File: config.mk
export PLATFORM = sky130hd
export DESIGN_NAME = matrix_multiply_sequencer
export DESIGN_NICKNAME = d
export VERILOG_FILES = /design/src/rtl/mm_seq_pkg.sv /design/src/rtl/mm_index_counter.sv /design/src/rtl/matrix_multiply_sequencer.sv
export SDC_FILE = /design/constraint.sdc
export NUM_CORES = 1
export LEC_CHECK = 0
export CELL_PAD_IN_SITES_DETAIL_PLACEMENT = 1
export CELL_PAD_IN_SITES_GLOBAL_PLACEMENT = 2
export CORE_ASPECT_RATIO = 0.75
export CORE_UTILIZATION = 41
export CTS_BUF_LIST = sky130_fd_sc_hd__clkbuf_16
export CTS_CLUSTER_DIAMETER = 100
export DETAILED_ROUTE_END_ITERATION = 10
export PLACE_DENSITY_LB_ADDON = 0.1
export SYNTH_ARGS = -nofsm -noshare
export SYNTH_HDL_FRONTEND = slang
export SYNTH_SLANG_ARGS = --single-unit
File: constraint.sdc
create_clock -name clk -period 9.9 [get_ports clk]
set_input_delay 1.485 -clock clk [delete_from_list [all_inputs] [get_ports clk]]
set_output_delay 1.485 -clock clk [all_outputs]
set_load 0.005 [all_outputs]
File: src/rtl/mm_seq_pkg.sv
// Shared types and defaults for the matrix multiply sequencer.
// Holds the FSM state encoding, default geometry, and counter/address helpers.
package mm_seq_pkg;

  typedef enum logic [2:0] {
    IDLE = 3'd0,
    RD_A = 3'd1,
    RD_B = 3'd2,
    WR   = 3'd3,
    DONE = 3'd4
  } state_e;

  localparam int unsigned DEF_N      = 3;
  localparam int unsigned DEF_DATA_W = 32;
  localparam logic [31:0] DEF_A_BASE = 32'd0;
  localparam logic [31:0] DEF_B_BASE = 32'd9;
  localparam logic [31:0] DEF_C_BASE = 32'd18;

  // A counter for N=1 still needs one bit so the vectors stay legal.
  function automatic int unsigned cnt_width(input int unsigned n);
    return (n > 1) ? $clog2(n) : 1;
  endfunction

  function automatic logic [31:0] elem_addr(input logic [31:0] base, input logic [31:0] row,
                                            input logic [31:0] col, input logic [31:0] n);
    return base + row * n + col;
  endfunction

endpackage

File: src/rtl/mm_index_counter.sv
// Nested i/j/k loop counters for the sequencer.
// k steps within a dot product; an element step clears k and advances j, then i.
module mm_index_counter
  import mm_seq_pkg::*;
#(
  parameter int unsigned N  = DEF_N,
  parameter int unsigned CW = cnt_width(N)
) (
  input  logic          clk,
  input  logic          rst_n,
  input  logic          clear,
  input  logic          k_step,
  input  logic          elem_step,
  output logic [CW-1:0] i,
  output logic [CW-1:0] j,
  output logic [CW-1:0] k,
  output logic          k_last,
  output logic          last_elem
);

  localparam logic [CW-1:0] LAST = CW'(N - 1);
  localparam logic [CW-1:0] ZERO = {CW{1'b0}};
  localparam logic [CW-1:0] ONE  = CW'(1);

  logic [CW-1:0] i_q, i_d, j_q, j_d, k_q, k_d;
  logic          j_last;

  assign k_last    = (k_q == LAST);
  assign j_last    = (j_q == LAST);
  assign last_elem = (i_q == LAST) && j_last;
  assign i         = i_q;
  assign j         = j_q;
  assign k         = k_q;

  // Next counter values; clear has priority over element step over k step.
  always_comb begin
    i_d = i_q;
    j_d = j_q;
    k_d = k_q;
    if (clear) begin
      i_d = ZERO;
      j_d = ZERO;
      k_d = ZERO;
    end else if (elem_step) begin
      k_d = ZERO;
      if (j_last) begin
        j_d = ZERO;
        if (i_q == LAST) begin
          i_d = ZERO;
        end else begin
          i_d = i_q + ONE;
        end
      end else begin
        j_d = j_q + ONE;
      end
    end else if (k_step) begin
      if (k_last) begin
        k_d = ZERO;
      end else begin
        k_d = k_q + ONE;
      end
    end else begin
      k_d = k_q;
    end
  end

  // Counter registers.
  always_ff @(posedge clk or negedge rst_n) begin
    if (!rst_n) begin
      i_q <= ZERO;
      j_q <= ZERO;
      k_q <= ZERO;
    end else begin
      i_q <= i_d;
      j_q <= j_d;
      k_q <= k_d;
    end
  end

endmodule

File: src/rtl/matrix_multiply_sequencer.sv
// Memory-side engine computing C = A x B over a shared word memory port.
// One read per cycle (A then B operand), one write per C element, done pulse at the end.
module matrix_multiply_sequencer
  import mm_seq_pkg::*;
#(
  parameter int unsigned N      = DEF_N,
  parameter int unsigned DATA_W = DEF_DATA_W,
  parameter logic [31:0] A_BASE = DEF_A_BASE,
  parameter logic [31:0] B_BASE = DEF_B_BASE,
  parameter logic [31:0] C_BASE = DEF_C_BASE
) (
  input  logic              clk,
  input  logic              rst_n,
  input  logic              start,
  output logic              busy,
  output logic              done,
  output logic [31:0]       mem_address,
  output logic [DATA_W-1:0] mem_write_data,
  output logic              mem_write_enable,
  output logic              mem_read_enable,
  input  logic [DATA_W-1:0] mem_read_data
);

  localparam int unsigned CW = cnt_width(N);

  state_e            state_q, state_d;
  logic [DATA_W-1:0] acc_q, acc_d, a_reg_q, a_reg_d;
  logic [CW-1:0]     idx_i, idx_j, idx_k;
  logic              k_last, last_elem, cnt_clear, k_step, elem_step;

  mm_index_counter #(.N(N), .CW(CW)) u_idx (
    .clk       (clk),
    .rst_n     (rst_n),
    .clear     (cnt_clear),
    .k_step    (k_step),
    .elem_step (elem_step),
    .i         (idx_i),
    .j         (idx_j),
    .k         (idx_k),
    .k_last    (k_last),
    .last_elem (last_elem)
  );

  // Next state, loop control and multiply-accumulate.
  always_comb begin
    state_d   = state_q;
    acc_d     = acc_q;
    a_reg_d   = a_reg_q;
    cnt_clear = 1'b0;
    k_step    = 1'b0;
    elem_step = 1'b0;
    case (state_q)
      IDLE: begin
        if (start) begin
          state_d   = RD_A;
          acc_d     = {DATA_W{1'b0}};
          cnt_clear = 1'b1;
        end else begin
          state_d = IDLE;
        end
      end
      RD_A: begin
        a_reg_d = mem_read_data;
        state_d = RD_B;
      end
      RD_B: begin
        // Product and sum both wrap at DATA_W bits.
        acc_d = acc_q + a_reg_q * mem_read_data;
        if (k_last) begin
          state_d = WR;
        end else begin
          k_step  = 1'b1;
          state_d = RD_A;
        end
      end
      WR: begin
        acc_d     = {DATA_W{1'b0}};
        elem_step = 1'b1;
        if (last_elem) begin
          state_d = DONE;
        end else begin
          state_d = RD_A;
        end
      end
      DONE: begin
        state_d = IDLE;
      end
      default: begin
        state_d = IDLE;
      end
    endcase
  end

  // Memory port and status decoded from registered state only; start never reaches them.
  always_comb begin
    busy             = 1'b0;
    done             = 1'b0;
    mem_address      = 32'd0;
    mem_write_data   = {DATA_W{1'b0}};
    mem_write_enable = 1'b0;
    mem_read_enable  = 1'b0;
    case (state_q)
      RD_A: begin
        busy            = 1'b1;
        mem_read_enable = 1'b1;
        mem_address     = elem_addr(A_BASE, 32'(idx_i), 32'(idx_k), 32'(N));
      end
      RD_B: begin
        busy            = 1'b1;
        mem_read_enable = 1'b1;
        mem_address     = elem_addr(B_BASE, 32'(idx_k), 32'(idx_j), 32'(N));
      end
      WR: begin
        busy             = 1'b1;
        mem_write_enable = 1'b1;
        mem_write_data   = acc_q;
        mem_address      = elem_addr(C_BASE, 32'(idx_i), 32'(idx_j), 32'(N));
      end
      DONE: begin
        done = 1'b1;
      end
      default: begin
        busy = 1'b0;
      end
    endcase
  end

  // State and datapath registers.
  always_ff @(posedge clk or negedge rst_n) begin
    if (!rst_n) begin
      state_q <= IDLE;
      acc_q   <= {DATA_W{1'b0}};
      a_reg_q <= {DATA_W{1'b0}};
    end else begin
      state_q <= state_d;
      acc_q   <= acc_d;
      a_reg_q <= a_reg_d;
    end
  end

endmodule

# Word level (Yosys, flattened, before mapping)
# Index checks and enable logic that the tools add are counted.
# op_classes
n_div,0
n_eq_ne,8
shift,0
reduce_logical,10
muxes,27
n_addsub,9
magnitude_cmp,0
n_mul,3
bitwise_logic,0
# ops
operator,count
$pmux 32 s3,1
$mux 32,2
$add 32x32->32,1
$mul 32x32->32,1
$mux 2,12
$pmux 7 s3,1
$pmux 3 s4,1
$mux 1,9
$mul 2x2->4 const B,2
$add 6x2->7,1
$add 2x1->2 const B,3
$add 5x2->6,1
$add 5x4->6 const A,1
$eq 2x2->1 const B,3
$eq 3x2->1 const B,2
$reduce_bool 3->1,2
$add 4x2->5,1
$add 4x4->5 const A,1
$reduce_and 2->1,2
$reduce_bool 2->1,2
$eq 3x1->1 const B,1
$eq 3x3->1 const B,1
$logic_not 3->1,1
$mux 3,1
4 further kinds,4
# totals
output_inout_bits,68
mem_bits_ro,0
regBits,73
ramBits,0
input_bits,35
mem_count,0
latchBits,0

# Depth between registers and ports, before layout
# depth
word_depth,6
depth_mapped,29
ltp_nobuf,27

# Hierarchy
# A second synthesis with hierarchy kept.
# unflattened
hier_cells,2216
hier_area_um2,20495.9
# by_module_without_submodules
mod,cells_per_inst,area_per_inst_um2,instances
matrix_multiply_sequencer,2189,20184.4,1
mm_index_counter,27,311.5,1

# Worst setup path after synthesis
# No wires, ideal clock.
# synth_path
path_type,input -> register
startpoint,input mem_read_data[4]
endpoint,register acc_q[27]
path_slack_ns,1.672
arrival_ns,8.096
path_stages,27
path_buffers,2
required_ns,9.768
cell_sequence,clkbuf_1 > clkbuf_1 > and2_1 > fa_1 > fa_1 > fa_1 > inv_1 > fa_1 > inv_1 > fa_1 > inv_1 > fa_1 > inv_1 > fa_1 > inv_1 > fa_1 > inv_1 > ha_1 > a21o_1 > a221o_1 > a221oi_2 > a31oi_1 > a21o_1 > a21o_1 > a21oi_2 > xor2_1 > o21ai_1
# synth_via
elab_chain_cells,3
# synth_lines
element,line_no,source
"start, declared",matrix_multiply_sequencer.sv:21,input logic [DATA_W-1:0] mem_read_data
$mul 32x32->32,matrix_multiply_sequencer.sv:68,acc_d = acc_q + a_reg_q * mem_read_data;
$add 32x32->32,matrix_multiply_sequencer.sv:68,
$pmux 32 s3,matrix_multiply_sequencer.sv:52,case (state_q)
"end signal, assigned",matrix_multiply_sequencer.sv:132,acc_q <= {DATA_W{1'b0}};
"end, declared",matrix_multiply_sequencer.sv:27,"logic [DATA_W-1:0] acc_q, acc_d, a_reg_q, a_reg_d;"
# Every way passes these cells.
# A chain may end at the register's enable or synchronous reset.

# Worst setup path after layout
# layout_path
startpoint,input mem_read_data[2]
endpoint,register acc_q[31]
# The elaborated chain is that of the path after synthesis.

==> report_table.html <==
<table>
<tr><th>Metric</th><th>Value</th></tr>
<tr><th colspan="2">Job</th></tr>
<tr><td>Max-cap viol count</td><td>0</td></tr>
<tr><th colspan="2">Timing</th></tr>
<tr><td>Final Max Tran Viols</td><td>0</td></tr>
<tr><td>Period Utilization, post-route</td><td>90.3%</td></tr>
<tr><td>Slew at the pin with the worst max-slew slack</td><td>1.13 ns</td></tr>
<tr><td>Setup violations, final</td><td>0</td></tr>
<tr><td>Slew headroom</td><td>24.9%</td></tr>
<tr><td>Max Freq</td><td>112 MHz</td></tr>
<tr><td>Final hold violations</td><td>0</td></tr>
<tr><td>Setup repair after global routing missed its margin</td><td>false</td></tr>
<tr><td>Sum of negative setup slack</td><td>0 ns</td></tr>
<tr><td>Minimum hold slack</td><td>0.481 ns</td></tr>
<tr><td>Time the worst path needs with I/O delays and setup</td><td>8.94 ns</td></tr>
<tr><td>Worst Slack Setup Final</td><td>0.960 ns</td></tr>
<tr><td>Final setup skew</td><td>0.00892 ns</td></tr>
<tr><th colspan="2">Logic synthesis</th></tr>
<tr><td>EDFF count, synth</td><td>0</td></tr>
<tr><td>Post-synthesis sequential area ratio</td><td>8.96%</td></tr>
<tr><td>Post-synthesis sequential element count</td><td>73</td></tr>
<tr><td>Average cell area after synthesis</td><td>9.26 um2</td></tr>
<tr><td>Post-Syn Instances</td><td>2202</td></tr>
<tr><td>Share of flip-flops with an asynchronous set or reset after synthesis</td><td>100%</td></tr>
<tr><td>Yosys warning total</td><td>0</td></tr>
<tr><td>Predominant post-synthesis flop cell</td><td>sky130_fd_sc_hd__dfrtp_1</td></tr>
<tr><td>Total standard cell area after synthesis</td><td>20400 um2</td></tr>
<tr><td>Number of different library cells in the post-synthesis netlist</td><td>53</td></tr>
<tr><th colspan="2">Setup path</th></tr>
<tr><td>Max stage delay cell, worst path</td><td>sky130_fd_sc_hd__clkdlybuf4s50_1</td></tr>
<tr><td>Start point of the critical path</td><td>mem_read_data[2]</td></tr>
<tr><td>Sort of element at the start of the critical path</td><td>primary input</td></tr>
<tr><td>Destination of the critical timing path</td><td>acc_q[31]$_DFFE_PN0P_</td></tr>
<tr><td>Setup slack on the worst flop-to-flop path</td><td>1.99 ns</td></tr>
<tr><td>Total number of cells along the worst setup path</td><td>25</td></tr>
<tr><td>Dominant delay contributor by cell family on the critical path</td><td>adder cells</td></tr>
<tr><td>Maximum fanout along the worst path</td><td>24</td></tr>
<tr><td>Most frequent CP cell</td><td>sky130_fd_sc_hd__fa_1</td></tr>
<tr><td>Data arrival, critical path</td><td>9.18 ns</td></tr>
<tr><td>Largest stage delay, worst path</td><td>0.77 ns</td></tr>
<tr><td>Worst flop-to-flop path endpoint</td><td>acc_q[27]$_DFFE_PN0P_</td></tr>
<tr><td>Kind of end point of the critical path</td><td>flop</td></tr>
<tr><td>Cell depth of the worst flop-to-flop path</td><td>25</td></tr>
<tr><td>RR Startpoint</td><td>a_reg_q[16]$_DFFE_PN0P_</td></tr>
<tr><td>Sum of buffers and inverters on the critical path</td><td>6</td></tr>
<tr><td>Required time of the critical path</td><td>10.14 ns</td></tr>
<tr><td>Setup Crit Path Kind</td><td>primary input to flop</td></tr>
<tr><th colspan="2">GRT</th></tr>
<tr><td>Vias in the first global route</td><td>16500</td></tr>
<tr><td>Global routing's busiest layer</td><td>met1</td></tr>
<tr><td>Global-route wire length before repair</td><td>103000 um</td></tr>
<tr><td>Met1 routing resource usage after global routing</td><td>41.4%</td></tr>
<tr><td>Met2 demand-to-capacity share in global routing</td><td>41.3%</td></tr>
<tr><td>Maximum number of pins on one net before global-route repair</td><td>65</td></tr>
<tr><td>Aggregate global routing overflow</td><td>0</td></tr>
<tr><td>Antenna violations before repair</td><td>5</td></tr>
<tr><td>All-layer global routing usage</td><td>27.6%</td></tr>
<tr><td>Met3 track utilization from global routing</td><td>5.63%</td></tr>
<tr><th colspan="2">Hold path</th></tr>
<tr><td>Worst hold path type</td><td>flop to flop</td></tr>
<tr><th colspan="2">CTS</th></tr>
<tr><td>Post CTS Setup Buffer Count</td><td>0</td></tr>
<tr><td>Count of clock tree sinks</td><td>73</td></tr>
<tr><td>Number of gates given a new drive strength after cts</td><td>0</td></tr>
<tr><td>Buffer cell driving the clock tree root</td><td>sky130_fd_sc_hd__clkbuf_16</td></tr>
<tr><td>Worst-path clk slew</td><td>0.06 ns</td></tr>
<tr><td>Number of buffers between clock root and the deepest sink</td><td>2</td></tr>
<tr><td>Clock tree from TritonCTS</td><td>built</td></tr>
<tr><td>Total clock buffers created by CTS</td><td>9</td></tr>
<tr><td>Number of buffers added to fix hold violations after cts</td><td>0</td></tr>
<tr><td>Insertion delay to the later sink of the worst-skew pair</td><td>0.37 ns</td></tr>
<tr><td>H-tree depth reported by CTS</td><td>3</td></tr>
<tr><th colspan="2">Routing</th></tr>
<tr><td>Vias after detailed routing</td><td>14300</td></tr>
<tr><td>Detail-routed net length per standard cell</td><td>23.0 um</td></tr>
<tr><td>Count of TritonRoute iterations in the first routing pass</td><td>5</td></tr>
<tr><td>Via density per instance</td><td>5.00</td></tr>
<tr><td>Antenna-violating nets left</td><td>0</td></tr>
<tr><td>Drt drc</td><td>0</td></tr>
<tr><td>Total wire length</td><td>65700 um</td></tr>
<tr><td>Number of violations reported at the end of detailed-routing iteration 0</td><td>800</td></tr>
<tr><th colspan="2">Final layout</th></tr>
<tr><td>Total area of sequential cells</td><td>1830 um2</td></tr>
<tr><td>Layout filler cell count</td><td>5638</td></tr>
<tr><td>Share of cells above drive strength 1</td><td>4.24%</td></tr>
<tr><td>Combined area of the multi-input logic cells</td><td>16200 um2</td></tr>
<tr><td>Layout Nets</td><td>2830</td></tr>
<tr><td>Post-synthesis to final-layout area growth</td><td>8.02%</td></tr>
<tr><td>Number of antenna diodes</td><td>0</td></tr>
<tr><th colspan="2">Place</th></tr>
<tr><td>Count of buffers inserted at the top-level ports</td><td>76</td></tr>
<tr><td>Post-placement worst setup slack</td><td>0.624 ns</td></tr>
<tr><td>Half-perimeter wire length after placement</td><td>53100 um</td></tr>
<tr><td>Final RePlAce weighted congestion</td><td>0.870</td></tr>
<tr><th colspan="2">Floorplanning</th></tr>
<tr><td>Std-Cell Rows</td><td>70</td></tr>
<tr><td>Die outline area</td><td>50600 um2</td></tr>
<tr><td>Floorplan core area</td><td>48900 um2</td></tr>
<tr><td>Initial standard-cell utilization of the core</td><td>41.7%</td></tr>
<tr><td>Top-level port count</td><td>103</td></tr>
<tr><td>Floorplan die height</td><td>195 um</td></tr>
<tr><td>Floorplan die width</td><td>259 um</td></tr>
<tr><th colspan="2">Outcome</th></tr>
<tr><td>Run status</td><td>completed</td></tr>
</table>
## cells by family after synthesis
family	share of synthesized area, %
AND/OR/NAND/NOR	16.6
buffers and inverters	12.3
adder cells (fa/ha/maj)	52.2
AO/OA/AOI/OAI	4.05
XOR/XNOR	3.82
flip-flops	8.96
multiplexers	2.07
other	0.0184
## worst reg2reg max path: stages, from the launching register on
cell                       delay (ns)
sky130_fd_sc_hd__dfrtp_1         0.78
sky130_fd_sc_hd__and2_1          0.38
sky130_fd_sc_hd__fa_1            0.48
sky130_fd_sc_hd__fa_1            0.46
sky130_fd_sc_hd__fa_1            0.56
sky130_fd_sc_hd__inv_1           0.07
sky130_fd_sc_hd__fa_1            0.53
sky130_fd_sc_hd__inv_1           0.06
sky130_fd_sc_hd__fa_1            0.50
sky130_fd_sc_hd__inv_1           0.05
sky130_fd_sc_hd__fa_1            0.54
sky130_fd_sc_hd__inv_1           0.06
sky130_fd_sc_hd__fa_1            0.48
sky130_fd_sc_hd__inv_1           0.05
sky130_fd_sc_hd__fa_1            0.47
sky130_fd_sc_hd__inv_1           0.05
sky130_fd_sc_hd__ha_1            0.35
sky130_fd_sc_hd__a21o_1          0.22
sky130_fd_sc_hd__a221o_1         0.38
sky130_fd_sc_hd__a221oi_2        0.34
sky130_fd_sc_hd__a31oi_1         0.14
sky130_fd_sc_hd__a21o_1          0.26
sky130_fd_sc_hd__a21o_1          0.21
sky130_fd_sc_hd__a21oi_2         0.14
sky130_fd_sc_hd__xor2_1          0.16
sky130_fd_sc_hd__o21ai_1         0.08
## flip-flops by register name, indices dropped and copies added, names as in the netlist
| signal | cells |
|---|---|
| u_idx.j | 2 |
| u_idx.i | 2 |
| u_idx.k | 2 |
| state_q | 3 |
| acc_q | 32 |
| a_reg_q | 32 |
## cells in the mapped netlist, types with 2 or more instances
cell type                    n  area share (%)
sky130_fd_sc_hd__nor2b_1     3           0.092
sky130_fd_sc_hd__o21a_1      3            0.11
sky130_fd_sc_hd__a21o_1     29             1.1
sky130_fd_sc_hd__buf_1       3           0.055
sky130_fd_sc_hd__mux2_2     33             1.8
sky130_fd_sc_hd__and2_1    319             9.8
sky130_fd_sc_hd__clkbuf_1  106             2.0
sky130_fd_sc_hd__a221o_1     3            0.15
sky130_fd_sc_hd__a21oi_1    14            0.34
sky130_fd_sc_hd__buf_4      26            0.96
sky130_fd_sc_hd__a22oi_1     3            0.11
sky130_fd_sc_hd__xnor2_1    64             2.8
sky130_fd_sc_hd__fa_1      443              44
sky130_fd_sc_hd__inv_1     505             9.3
sky130_fd_sc_hd__nor2_1     44            0.81
sky130_fd_sc_hd__a22o_1      6            0.26
sky130_fd_sc_hd__xor2_1     25             1.1
sky130_fd_sc_hd__or2_2       2           0.061
sky130_fd_sc_hd__and3_1     17            0.52
sky130_fd_sc_hd__nor3_1      6            0.15
sky130_fd_sc_hd__nand2_1   251             4.6
sky130_fd_sc_hd__dfrtp_1    73             9.0
sky130_fd_sc_hd__nand2b_1    6            0.18
sky130_fd_sc_hd__mux2i_1     5            0.25
sky130_fd_sc_hd__a211oi_1    4            0.15
sky130_fd_sc_hd__ha_1      141             8.7
sky130_fd_sc_hd__o21ai_1    27            0.66
sky130_fd_sc_hd__nand3_1     4           0.098
sky130_fd_sc_hd__o21ai_0     6            0.15
sky130_fd_sc_hd__nand4_1     2           0.061
sky130_fd_sc_hd__a31oi_1     7            0.21
## final cells by class
class                   instances  area share, %
repair buffers                109           4.63
multi-input cells            1513           73.4
clock buffers                   9           1.02
inverters                     505           8.61
clock inverters                 7          0.386
well taps                     648           3.68
flip-flops and latches         73           8.31
## routing by layer
metal / share of wire, % / up-vias
li1: - / 6377
met1: 49 / 7567
met2: 44 / 304
met3: 5.8 / 64
met4: 1.9 / 2
met5: 0.015 / -
## placed cells by master, fill, tap and decap left out, types with 2 or more instances in the layout
cell type / count
sky130_fd_sc_hd__nand4_1: 2
sky130_fd_sc_hd__o21ai_0: 6
sky130_fd_sc_hd__a221o_1: 3
sky130_fd_sc_hd__nand3_1: 4
sky130_fd_sc_hd__dfrtp_1: 71
sky130_fd_sc_hd__nand2_1: 251
sky130_fd_sc_hd__a22oi_1: 3
sky130_fd_sc_hd__conb_1: 26
sky130_fd_sc_hd__or2_2: 2
sky130_fd_sc_hd__ha_1: 141
sky130_fd_sc_hd__a31oi_1: 7
sky130_fd_sc_hd__nand2b_1: 6
sky130_fd_sc_hd__bufinv_16: 2
sky130_fd_sc_hd__xnor2_1: 64
sky130_fd_sc_hd__nor2b_1: 3
sky130_fd_sc_hd__clkdlybuf4s50_1: 75
sky130_fd_sc_hd__nor3_1: 6
sky130_fd_sc_hd__inv_1: 505
sky130_fd_sc_hd__mux2i_1: 5
sky130_fd_sc_hd__o21a_1: 3
sky130_fd_sc_hd__and3_1: 17
sky130_fd_sc_hd__a211oi_1: 4
sky130_fd_sc_hd__and2_1: 319
sky130_fd_sc_hd__clkinv_2: 2
sky130_fd_sc_hd__nor2_1: 43
sky130_fd_sc_hd__clkbuf_16: 9
sky130_fd_sc_hd__a21o_1: 29
sky130_fd_sc_hd__xor2_1: 25
sky130_fd_sc_hd__o21ai_1: 27
sky130_fd_sc_hd__clkinv_1: 2
sky130_fd_sc_hd__dfrtp_2: 2
sky130_fd_sc_hd__a21oi_1: 14
sky130_fd_sc_hd__fa_1: 443
sky130_fd_sc_hd__a22o_1: 6
sky130_fd_sc_hd__buf_4: 33
sky130_fd_sc_hd__mux2_2: 33
## through the flow
step	instances	cell area [um2]	util [%]
floorplan	2227	20500	-
global placement	2848	21700	44.4
detailed placement	2848	21700	44.4
CTS	2864	22000	45.0
global route	2864	22000	45.0
finish	2864	22000	45.0
## worst min path at each step
stage	start	to	slack, ns	cells past startpoint
floorplan	acc_q[24]$_DFFE_PN0P_	acc_q[24]$_DFFE_PN0P_	0.45	2
global placement	acc_q[7]$_DFFE_PN0P_	acc_q[7]$_DFFE_PN0P_	0.46	1
finish	acc_q[4]$_DFFE_PN0P_	acc_q[4]$_DFFE_PN0P_	0.48	2
global route	acc_q[7]$_DFFE_PN0P_	acc_q[7]$_DFFE_PN0P_	0.51	1
detailed placement	acc_q[7]$_DFFE_PN0P_	acc_q[7]$_DFFE_PN0P_	0.47	1
CTS	acc_q[7]$_DFFE_PN0P_	acc_q[7]$_DFFE_PN0P_	0.49	1
Power is left out: the tool's default activity adds up to more than one toggle a clock period on the data nets, which glitch-free logic cannot reach.
